File: src/rtl/ex_mdu.sv
// Iterative RV32M multiply/divide unit for the EX stage: one bit per cycle,
// stalling ID/EX while busy and emitting a single-cycle result beat.
module ex_mdu #(
    parameter logic [4:0] MDU_BASE = 5'd16,
    parameter int         XLEN     = 32
) (
    input  logic            clk,
    input  logic            rst_n,
    input  logic [XLEN-1:0] id_ex_reg_op_a_i,
    input  logic [XLEN-1:0] id_ex_reg_op_b_i,
    input  logic [4:0]      id_ex_reg_ALUctrl_i,
    input  logic [4:0]      id_ex_reg_reg_waddr_i,
    input  logic            id_ex_reg_reg_we_i,
    input  logic            ex_flush_i,
    output logic            ex_mdu_stall_o,
    output logic            ex_mdu_busy_o,
    output logic            ex_mdu_valid_o,
    output logic [XLEN-1:0] ex_mdu_result_o,
    output logic [4:0]      ex_mdu_reg_waddr_o,
    output logic            ex_mdu_reg_we_o
);

    typedef enum logic [1:0] {
        S_IDLE = 2'd0,
        S_CALC = 2'd1,
        S_DONE = 2'd2
    } state_e;

    localparam logic [2:0] OP_MUL    = 3'd0;
    localparam logic [2:0] OP_MULH   = 3'd1;
    localparam logic [2:0] OP_MULHSU = 3'd2;
    localparam logic [2:0] OP_MULHU  = 3'd3;
    localparam logic [2:0] OP_DIV    = 3'd4;
    localparam logic [2:0] OP_DIVU   = 3'd5;
    localparam logic [2:0] OP_REM    = 3'd6;
    localparam logic [2:0] OP_REMU   = 3'd7;

    function automatic logic [XLEN-1:0] neg_w(input logic en, input logic [XLEN-1:0] v);
        return en ? ({XLEN{1'b0}} - v) : v;
    endfunction

    function automatic logic [2*XLEN-1:0] neg_dw(input logic en, input logic [2*XLEN-1:0] v);
        return en ? ({(2*XLEN){1'b0}} - v) : v;
    endfunction

    state_e              state_q, state_d;
    logic [2:0]          op_q, op_d;
    logic [XLEN-1:0]     a_q, a_d;
    logic [XLEN-1:0]     b_q, b_d;
    logic [2*XLEN-1:0]   acc_q, acc_d;
    logic [4:0]          cnt_q, cnt_d;
    logic                neg_q, neg_d;
    logic                rem_neg_q, rem_neg_d;
    logic [4:0]          waddr_q, waddr_d;
    logic                we_q, we_d;
    logic                valid_q, valid_d;
    logic [XLEN-1:0]     result_q, result_d;
    logic [4:0]          waddr_out_q, waddr_out_d;
    logic                we_out_q, we_out_d;

    logic [4:0]          ctrl_off_s;
    logic                is_mdu_s;
    logic [2:0]          op_in_s;
    logic                a_signed_s, b_signed_s;
    logic                a_neg_s, b_neg_s;
    logic [XLEN-1:0]     a_mag_s, b_mag_s;
    logic                special_s;
    logic [XLEN-1:0]     special_res_s;

    logic [XLEN:0]       sum_s;
    logic [XLEN:0]       rem_sh_s;
    logic [XLEN:0]       diff_s;
    logic [2*XLEN-1:0]   acc_step_s;
    logic [2*XLEN-1:0]   fin_prod_s;
    logic [XLEN-1:0]     fin_res_s;

    // Decode the incoming op: range check, signedness, magnitudes, special cases.
    always_comb begin
        ctrl_off_s    = id_ex_reg_ALUctrl_i - MDU_BASE;
        is_mdu_s      = (ctrl_off_s < 5'd8);
        op_in_s       = ctrl_off_s[2:0];
        a_signed_s    = (op_in_s == OP_MULH) || (op_in_s == OP_MULHSU) ||
                        (op_in_s == OP_DIV)  || (op_in_s == OP_REM);
        b_signed_s    = (op_in_s == OP_MULH) || (op_in_s == OP_DIV) || (op_in_s == OP_REM);
        a_neg_s       = a_signed_s & id_ex_reg_op_a_i[XLEN-1];
        b_neg_s       = b_signed_s & id_ex_reg_op_b_i[XLEN-1];
        a_mag_s       = neg_w(a_neg_s, id_ex_reg_op_a_i);
        b_mag_s       = neg_w(b_neg_s, id_ex_reg_op_b_i);
        special_s     = 1'b0;
        special_res_s = {XLEN{1'b0}};
        if (op_in_s[2] && (id_ex_reg_op_b_i == {XLEN{1'b0}})) begin
            special_s     = 1'b1;
            special_res_s = op_in_s[1] ? id_ex_reg_op_a_i : {XLEN{1'b1}};
        end else if (((op_in_s == OP_DIV) || (op_in_s == OP_REM)) &&
                     (id_ex_reg_op_a_i == {1'b1, {(XLEN-1){1'b0}}}) &&
                     (id_ex_reg_op_b_i == {XLEN{1'b1}})) begin
            special_s     = 1'b1;
            special_res_s = op_in_s[1] ? {XLEN{1'b0}} : {1'b1, {(XLEN-1){1'b0}}};
        end else begin
            special_s     = 1'b0;
        end
    end

    // One iteration: shift-add for multiply, restore-or-subtract for divide.
    always_comb begin
        sum_s    = {1'b0, acc_q[2*XLEN-1:XLEN]} + (acc_q[0] ? {1'b0, a_q} : {(XLEN+1){1'b0}});
        rem_sh_s = acc_q[2*XLEN-1:XLEN-1];
        diff_s   = rem_sh_s - {1'b0, b_q};
        if (op_q[2]) begin
            if (diff_s[XLEN]) begin
                acc_step_s = {rem_sh_s[XLEN-1:0], acc_q[XLEN-2:0], 1'b0};
            end else begin
                acc_step_s = {diff_s[XLEN-1:0], acc_q[XLEN-2:0], 1'b1};
            end
        end else begin
            acc_step_s = {sum_s, acc_q[XLEN-1:1]};
        end
        fin_prod_s = neg_dw(neg_q, acc_step_s);
        case (op_q)
            OP_MUL:                       fin_res_s = fin_prod_s[XLEN-1:0];
            OP_MULH, OP_MULHSU, OP_MULHU: fin_res_s = fin_prod_s[2*XLEN-1:XLEN];
            OP_DIV, OP_DIVU:              fin_res_s = neg_w(neg_q, acc_step_s[XLEN-1:0]);
            OP_REM, OP_REMU:              fin_res_s = neg_w(rem_neg_q, acc_step_s[2*XLEN-1:XLEN]);
            default:                      fin_res_s = {XLEN{1'b0}};
        endcase
    end

    // Next-state and datapath control.
    always_comb begin
        state_d     = state_q;
        op_d        = op_q;
        a_d         = a_q;
        b_d         = b_q;
        acc_d       = acc_q;
        cnt_d       = cnt_q;
        neg_d       = neg_q;
        rem_neg_d   = rem_neg_q;
        waddr_d     = waddr_q;
        we_d        = we_q;
        valid_d     = 1'b0;
        we_out_d    = 1'b0;
        result_d    = result_q;
        waddr_out_d = waddr_out_q;
        if (ex_flush_i) begin
            state_d = S_IDLE;
        end else begin
            case (state_q)
                S_IDLE: begin
                    if (is_mdu_s) begin
                        op_d      = op_in_s;
                        a_d       = a_mag_s;
                        b_d       = b_mag_s;
                        neg_d     = a_neg_s ^ b_neg_s;
                        rem_neg_d = a_neg_s;
                        waddr_d   = id_ex_reg_reg_waddr_i;
                        we_d      = id_ex_reg_reg_we_i;
                        cnt_d     = 5'd0;
                        acc_d     = op_in_s[2] ? {{XLEN{1'b0}}, a_mag_s} : {{XLEN{1'b0}}, b_mag_s};
                        if (special_s) begin
                            state_d     = S_DONE;
                            valid_d     = 1'b1;
                            result_d    = special_res_s;
                            waddr_out_d = id_ex_reg_reg_waddr_i;
                            we_out_d    = id_ex_reg_reg_we_i;
                        end else begin
                            state_d = S_CALC;
                        end
                    end else begin
                        state_d = S_IDLE;
                    end
                end
                S_CALC: begin
                    acc_d = acc_step_s;
                    cnt_d = cnt_q + 5'd1;
                    if (cnt_q == 5'd31) begin
                        state_d     = S_DONE;
                        valid_d     = 1'b1;
                        result_d    = fin_res_s;
                        waddr_out_d = waddr_q;
                        we_out_d    = we_q;
                    end else begin
                        state_d = S_CALC;
                    end
                end
                S_DONE: begin
                    state_d = S_IDLE;
                end
                default: begin
                    state_d = S_IDLE;
                end
            endcase
        end
    end

    // State and datapath registers with synchronous active-low reset.
    always_ff @(posedge clk) begin
        if (!rst_n) begin
            state_q     <= S_IDLE;
            op_q        <= 3'd0;
            a_q         <= {XLEN{1'b0}};
            b_q         <= {XLEN{1'b0}};
            acc_q       <= {(2*XLEN){1'b0}};
            cnt_q       <= 5'd0;
            neg_q       <= 1'b0;
            rem_neg_q   <= 1'b0;
            waddr_q     <= 5'd0;
            we_q        <= 1'b0;
            valid_q     <= 1'b0;
            result_q    <= {XLEN{1'b0}};
            waddr_out_q <= 5'd0;
            we_out_q    <= 1'b0;
        end else begin
            state_q     <= state_d;
            op_q        <= op_d;
            a_q         <= a_d;
            b_q         <= b_d;
            acc_q       <= acc_d;
            cnt_q       <= cnt_d;
            neg_q       <= neg_d;
            rem_neg_q   <= rem_neg_d;
            waddr_q     <= waddr_d;
            we_q        <= we_d;
            valid_q     <= valid_d;
            result_q    <= result_d;
            waddr_out_q <= waddr_out_d;
            we_out_q    <= we_out_d;
        end
    end

    // Stall must drop in DONE so the op held in ID/EX is not re-issued.
    assign ex_mdu_stall_o     = (((state_q == S_IDLE) & is_mdu_s) | (state_q == S_CALC)) & ~ex_flush_i;
    assign ex_mdu_busy_o      = (state_q == S_CALC);
    assign ex_mdu_valid_o     = valid_q;
    assign ex_mdu_result_o    = result_q;
    assign ex_mdu_reg_waddr_o = waddr_out_q;
    assign ex_mdu_reg_we_o    = we_out_q;

endmodule

File: config.mk
export PLATFORM = sky130hd
export DESIGN_NAME = ex_mdu
export DESIGN_NICKNAME = d
export VERILOG_FILES = /design/src/rtl/ex_mdu.sv
export SDC_FILE = /design/constraint.sdc
export NUM_CORES = 1
export LEC_CHECK = 0
export CORE_MARGIN = 2
export CORE_UTILIZATION = 25
export DETAILED_ROUTE_END_ITERATION = 7
export PLACE_DENSITY_LB_ADDON = 0.12
export SLEW_MARGIN = 20
export SYNTH_ARGS = -nofsm -noshare
export SYNTH_HDL_FRONTEND = slang
export SYNTH_SLANG_ARGS = --single-unit
File: constraint.sdc
create_clock -name clk -period 8.2 [get_ports clk]
set_input_delay 1.23 -clock clk [delete_from_list [all_inputs] [get_ports clk]]
set_output_delay 1.23 -clock clk [all_outputs]
set_load 0.1 [all_outputs]
==> results.md, run 1 <==
- Status: complete, no violations
- Skew-Pair Late Insertion Delay: 0.51 ns
- Vias per cell: 5.70
- Synth Warn #: 0
- Core area: 0.0673 mm^2
- Synthesis-stage register bit count: 184
- Final worst-path cycle share: 77.9%
- Post-synthesis cell type count: 99
- # rows: 95
- Hold_buf cts: 0
- CP max stage delay: 0.54 ns
- Synth cell count leaders: nor2_1 (289), nand2_1 (241), a21oi_1 (184), dfxtp_1 (184), o21ai_0 (150)
- Async SR Flop Fraction: 0%
- Num CTS Buffers: 17
- Final HPWL DP: 69900 um
- Min-Delay Path Depth: 2
- R2R cell count: 25
- I/O Buffers: 118
- Critical path class: flop to flop
- Fin. max-slew vios: 0
- Placed cell area: 0.0190 mm^2
- CP endpoint kind: flop
- Reg2Reg Launch Point: acc_q[31]
- Vias in the first global route: 17800
- Initial core utilization: 25.3%
- Drc violations: 0
- # setup viols final: 0
- Comb power frac: 29.5%
- Die Wd: 265 um
- Post-Layout Inst Area: 0.0196 mm^2
- Flop2flop setup slack: 1.81 ns
- Gr usage total: 25.0%
- NetSw: 0.00104 W
- HP Class: flop to flop
- CP Launch Type: flop
- CTS sink cnt: 184
- Fraction of layout cells with a size suffix above 1: 5.22%
- Clock Skew: 0.0223 ns
- Top Family by Delay on Critical Path: simple AND/OR/NAND/NOR gates
- ANT nets after route: 0
- Initial antenna violation count: 0
- H-Tree Depth: 4
- WP data required: 8.63 ns
- Leakage power: 7.15 nW
- Clock-pin slew on the worst setup and hold paths: 0.08 ns
- Most common cell in the netlist: nor2_1
- Max IR drop VDD: 0.171 mV
- Die area: 0.0702 mm^2
- Wire per inst: 27.0 um
- Register share of total power: 36.3%
- Post-Syn Area: 0.0170 mm^2
- Area share of the largest cell type after synthesis: 21.6%
- Diodes inserted: 0
- Syn Area/Cell: 7.14 um^2
- Hold path start: waddr_q[1]
- Final Hold Viols: 0
- Unrepaired setup endpoints after global routing: no
- 1st-pass router iterations: 6
- Clock power share: 34.2%
- Worst-Margin Slew: 1.07 ns
- First-pass GRT wire length: 128000 um
- Fmax: 0.156 GHz
- Vias post-DR: 18800
- Sw Share: 39.6%
- Leading area contributor after synthesis: dfxtp_1
- Largest net degree at the start of global routing: 129
- Fin Setup TNS: 0 ns
- Pwr per Cell Area: 134 mW/mm^2
- Post-synth top flop: dfxtp_1
- Routability cong.: 0.959
- EDFF count, synth: 0
- Post-Syn Instances: 2382
- Largest cells by area after synthesis: dfxtp_1 (22%), nor2_1 (6.4%), xnor2_1 (5.5%)
- Min Tclk post-route: 6.39 ns
- Die height: 265 um
- Slew Limit Headroom: 28.4%
- Syn Nets: 2533
- CTS tree: done
- Most common cell on crit path: inv_1
- Post-CTS Setup Inserts: 0
- Wirelength, routed: 88800 um
- Buf/Inv on CP: 5
- Sequential share of the synthesized area: 21.6%
- Data arrival, critical path: 6.82 ns
- Initial DRC count: 1966
- I/O pins: 119
- Max Cap Viol: 0
- Int Pwr: 0.00159 W
- Grt ovf: 0
- Worst r2r dst: ex_mdu_result_o[22]
- Area grow syn2layout: 15.2%
- Slowest cell on the critical path: nor4_1
- Hold path endpoint: waddr_q[1]
- PostCTS Resize Cnt: 0
- CP max FO: 24
- Clock Tree Buf Depth: 2
- Root buffer cell: clkbuf_16
- Nets: 2554
-- logic make-up after synthesis --
logic type	after synthesis	synth area share, %
and+or+nand+nor	887	24.8
AOI/OAI and AO/OA	769	30.1
buffers and inverters	238	5.53
DFF	184	21.6
xor gates and xnor gates	165	8.49
adders and majority gates	73	5.46
muxes	66	3.92
-- worst max-delay path by stage --
stage | from | to | depth (start not counted)
after floorplan | op_q[2] | ex_mdu_result_o[30] | 22
after global placement | id_ex_reg_op_b_i[6] | ex_mdu_result_o[22] | 15
after detailed placement | id_ex_reg_op_b_i[7] | ex_mdu_result_o[22] | 15
after CTS | acc_q[31] | ex_mdu_result_o[22] | 25
after global routing | acc_q[31] | ex_mdu_result_o[22] | 25
final | acc_q[31] | ex_mdu_result_o[22] | 25
-- power by group through the flow --
| stage | logic, W | clock network (W) | registers [W] |
|---|---|---|---|
| 2_1_floorplan | 0.000454 | 0 | 0.000973 |
| 3_3_place_gp | 0.000764 | 0 | 0.000974 |
| 3_5_place_dp | 0.000763 | 0 | 0.000975 |
| 4_1_cts | 0.000766 | 0.000919 | 0.000953 |
| 5_1_grt | 0.000827 | 0.000944 | 0.000958 |
| 6_report | 0.000776 | 0.000898 | 0.000954 |
-- metrics by stage --
stage                     std cells  setup slack, ns  power (W)  hold WS (ns)  utilization, %
after floorplan                2382             3.03    0.00143         0.432               -
after global placement         3257             1.89    0.00174         0.444            28.3
after detailed placement       3257             1.77    0.00174         0.449            28.3
after CTS                      3289             1.95    0.00264         0.461            29.1
after global routing           3289             1.45    0.00273         0.483            29.1
final                          3289             1.81    0.00263         0.459            29.1
-- cell usage in the layout, fill, tap and decap left out, types with 9 or more instances in the layout --
cell type,n
nor3b_1,11
a22oi_1,31
clkdlybuf4s50_1,117
dfxtp_1,182
nor3_1,69
o21bai_1,9
or3_1,19
or2_2,9
nand2_1,240
a21oi_1,184
nor2b_1,13
mux2i_1,61
a31oi_1,41
nand4_1,31
o21ai_0,148
nand2b_1,33
or4_1,10
inv_1,78
nand3_1,48
o211ai_1,30
xor2_1,59
a211oi_1,107
and2_1,43
and3_1,11
o31ai_1,20
nor4_1,23
a221oi_1,11
o22ai_1,11
xnor2_1,106
ha_1,71
buf_4,38
clkbuf_16,17
nor2_1,288
a311oi_1,9
a21o_1,34
o21a_1,18
-- routing by layer --
| metal | GRT usage, % | share of wire [%] |
|---|---|---|
| met5 | 0 | 0 |
| met4 | 9.99 | 4.0 |
| met3 | 3.21 | 5.2 |
| met2 | 39.5 | 45 |
| met1 | 34.5 | 46 |
-- area by class of cell --
class	instances	area (um^2)
Fill cell	7404	47700
Multi-Input combinational cell	1960	12400
Sequential cell	184	3690
Timing Repair Buffer	158	1500
Tap cell	873	1090
Clock buffer	19	453
Inverter	82	313
Clock inverter	13	126
-- registers in the layout, indices dropped and copies added (netlist names) --
name	cells
ex_mdu_reg_waddr_o	5
b_q	32
a_q	32
state_q	2
op_q	3
cnt_q	5
waddr_q	5
ex_mdu_reg_we_o	1
neg_q	1
we_q	1
acc_q	64
rem_neg_q	1
ex_mdu_result_o	32
-- worst min-delay path, stage by stage (launching register included) --
cell	delay, ns
dfxtp_1	0.32
nand2_1	0.05
a21oi_1	0.05
Note: power is estimated with default switching activity, not from simulation.
==> inputs of run 2 (changes only) <==
Clock period 8.2 ns to 5.16 ns, I/O delays scaled along.
==> run 2 against run 1 <==
Effect of this change:
- critical endpoint is now ex_mdu_result_o[30]
- non-clock buffer count grew 235
- total power is 66% higher
- combinational power increased by 84%
- sequential share of layout area fell by 1.7 points
- fmax up 29%
- via count up 4.8%
- count of clock-buffer cells in the layout fell by 2
==> results.md, run 2 (same netlist as run 1, synthesis figures left out) <==
- Layout Utilization: 32.1%
- Routability cong.: 0.969
- CTS sink cnt: 184
- Wirelength, routed: 92900 um
- Diodes inserted: 0
- Drc violations: 0
- Sequential cell area: 0.00369 mm^2
- CP max FO: 6
- Comb power frac: 32.7%
- Top reg by flops: acc_q
- Int Pwr: 0.00264 W
- Commonest non-fill, non-tap cell in the layout: nor2_1
- Die height: 265 um
- Hold Slack: 0.461 ns
- Core area: 0.0673 mm^2
- Fin. max-slew vios: 0
- Wire per inst: 26.4 um
- Leakage power: 8.34 nW
- Placed cell area: 0.0208 mm^2
- Hold path endpoint: we_q
- Register share of total power: 34.5%
- Post-Layout Inst Area: 0.0216 mm^2
- Die Wd: 265 um
- Num CTS Buffers: 17
- Final Non-Filler Cells: 3524
- Clock Skew: 0.0243 ns
- Min Tclk post-route: 4.96 ns
- R2R cell count: 22
- Critical path class: flop to flop
- WP data required: 5.56 ns
- First-pass GRT wire length: 134000 um
- NetSw: 0.00172 W
- CP endpoint kind: flop
- Skew-Pair Late Insertion Delay: 0.52 ns
- Pwr per Cell Area: 202 mW/mm^2
- H-Tree Depth: 4
- Die area: 0.0702 mm^2
- Max IR drop VDD: 0.233 mV
- Hold path start: we_q
- 1st-pass router iterations: 6
- ANT nets after route: 0
- HP Class: flop to flop
- Vias in the first global route: 18900
- Min-Delay Path Depth: 2
- Clock Tree Buf Depth: 2
- Layout fillers: 7343
- Fmax: 0.202 GHz
- Clock-pin slew on the worst setup and hold paths: 0.09 ns
- Final Hold Viols: 0
- Root buffer cell: clkbuf_16
- Initial antenna violation count: 3
- I/O pins: 119
- I/O Buffers: 118
- Grt ovf: 0
- Power Total: 0.00437 W
- Post-Place Cells: 3488
- Worst-Margin Slew: 1.07 ns
- Largest net degree at the start of global routing: 105
- Flop2flop setup slack: 0.20 ns
- Worst r2r dst: ex_mdu_result_o[30]
- Fraction of layout cells with a size suffix above 1: 14.8%
- Nets: 2789
- Most frequent cells in the layout: nor2_1 (286), buf_4 (267), nand2_1 (241)
- Max Cap Viol: 0
- Clock power share: 32.8%
- Sw Share: 39.5%
- Area grow syn2layout: 26.9%
- CTS tree: done
- Vias per cell: 5.58
- Initial DRC count: 1751
- Data arrival, critical path: 5.36 ns
- Final worst-path cycle share: 96.1%
- Final HPWL DP: 75600 um
- Gr usage total: 26.1%
- # rows: 95
- Max FFs per register: 64
- Slew Limit Headroom: 28.5%
- Area occupied by multi-input gates: 0.0126 mm^2
- Status: complete, no violations
- Reg2Reg Launch Point: b_q[25]
- CP Launch Type: flop
- Hold_buf cts: 0
- Vias post-DR: 19700
- Initial core utilization: 25.3%
- # setup viols final: 0
==> run 2: per-stage QoR <==
step	setup TNS [ns]	setup WS, ns
2_1_floorplan	0	0.0748
3_3_place_gp	0	0.000499
3_5_place_dp	0	0.0194
4_1_cts	0	0.00253
5_1_grt	-0.00311	-0.00311
6_report	0	0.204
==> run 2: worst max-delay path by stage <==
stage	depth (start not counted)	to	slack, ns	startpoint
after global placement	17	ex_mdu_result_o[31]	0.0005	acc_q[49]
final	22	ex_mdu_result_o[30]	0.20	b_q[25]
after detailed placement	17	ex_mdu_result_o[31]	0.02	acc_q[49]
after floorplan	25	ex_mdu_result_o[30]	0.07	acc_q[31]
after global routing	23	ex_mdu_result_o[22]	-0.003	b_q[23]
after CTS	17	ex_mdu_result_o[31]	0.003	acc_q[49]
==> run 2: power by group through the flow <==
| stage | registers [W] | logic, W | clock network, W |
|---|---|---|---|
| after floorplan | 0.00155 | 0.000722 | 0 |
| after global placement | 0.00154 | 0.00138 | 0 |
| after detailed placement | 0.00154 | 0.00138 | 0 |
| after CTS | 0.00151 | 0.00139 | 0.00148 |
| after global routing | 0.00151 | 0.00152 | 0.00152 |
| final | 0.00151 | 0.00143 | 0.00143 |
==> run 2: area by class of cell <==
cell class,instances,share of cell area [%]
clock buffers,17,1.97
repair buffers,393,15.4
flip-flops and latches,184,17.1
multi-input cells,1960,58.2
inverters,82,1.44
clock inverters,15,0.805
well taps,873,5.06
==> run 2: critical path: stages (launching register included) <==
cell and delay, ns:
dfxtp_1 0.34, inv_1 0.05, ha_1 0.38, nand4_2 0.21, nor4_4 0.42, nand2_1 0.14
o211ai_2 0.28, nor4_4 0.08, nand2_2 0.09, o21ai_2 0.06, inv_1 0.07, ha_2 0.17
o211ai_1 0.15, nor2_2 0.25, and2_4 0.19, buf_4 0.10, nand4_1 0.25, or2_4 0.38
or3_1 0.30, or4_4 0.43, a21oi_2 0.14, o21ai_1 0.08, a311oi_1 0.27
==> run 2: timing repair <==
action | 4_1_cts | 5_1_grt
buffers inserted | 0 | 4
endpoints found under the setup margin | 0 | 22
gates resized for setup | 0 | 43
==> run 2: routing by layer <==
metal	global-route usage, %	vias to the layer above	wire, um
met2	41.7	720	41700
met1	35.0	9544	41800
met3	4.45	137	5620
li1	-	9266	-
met5	0	-	58
met4	10.2	4	3740
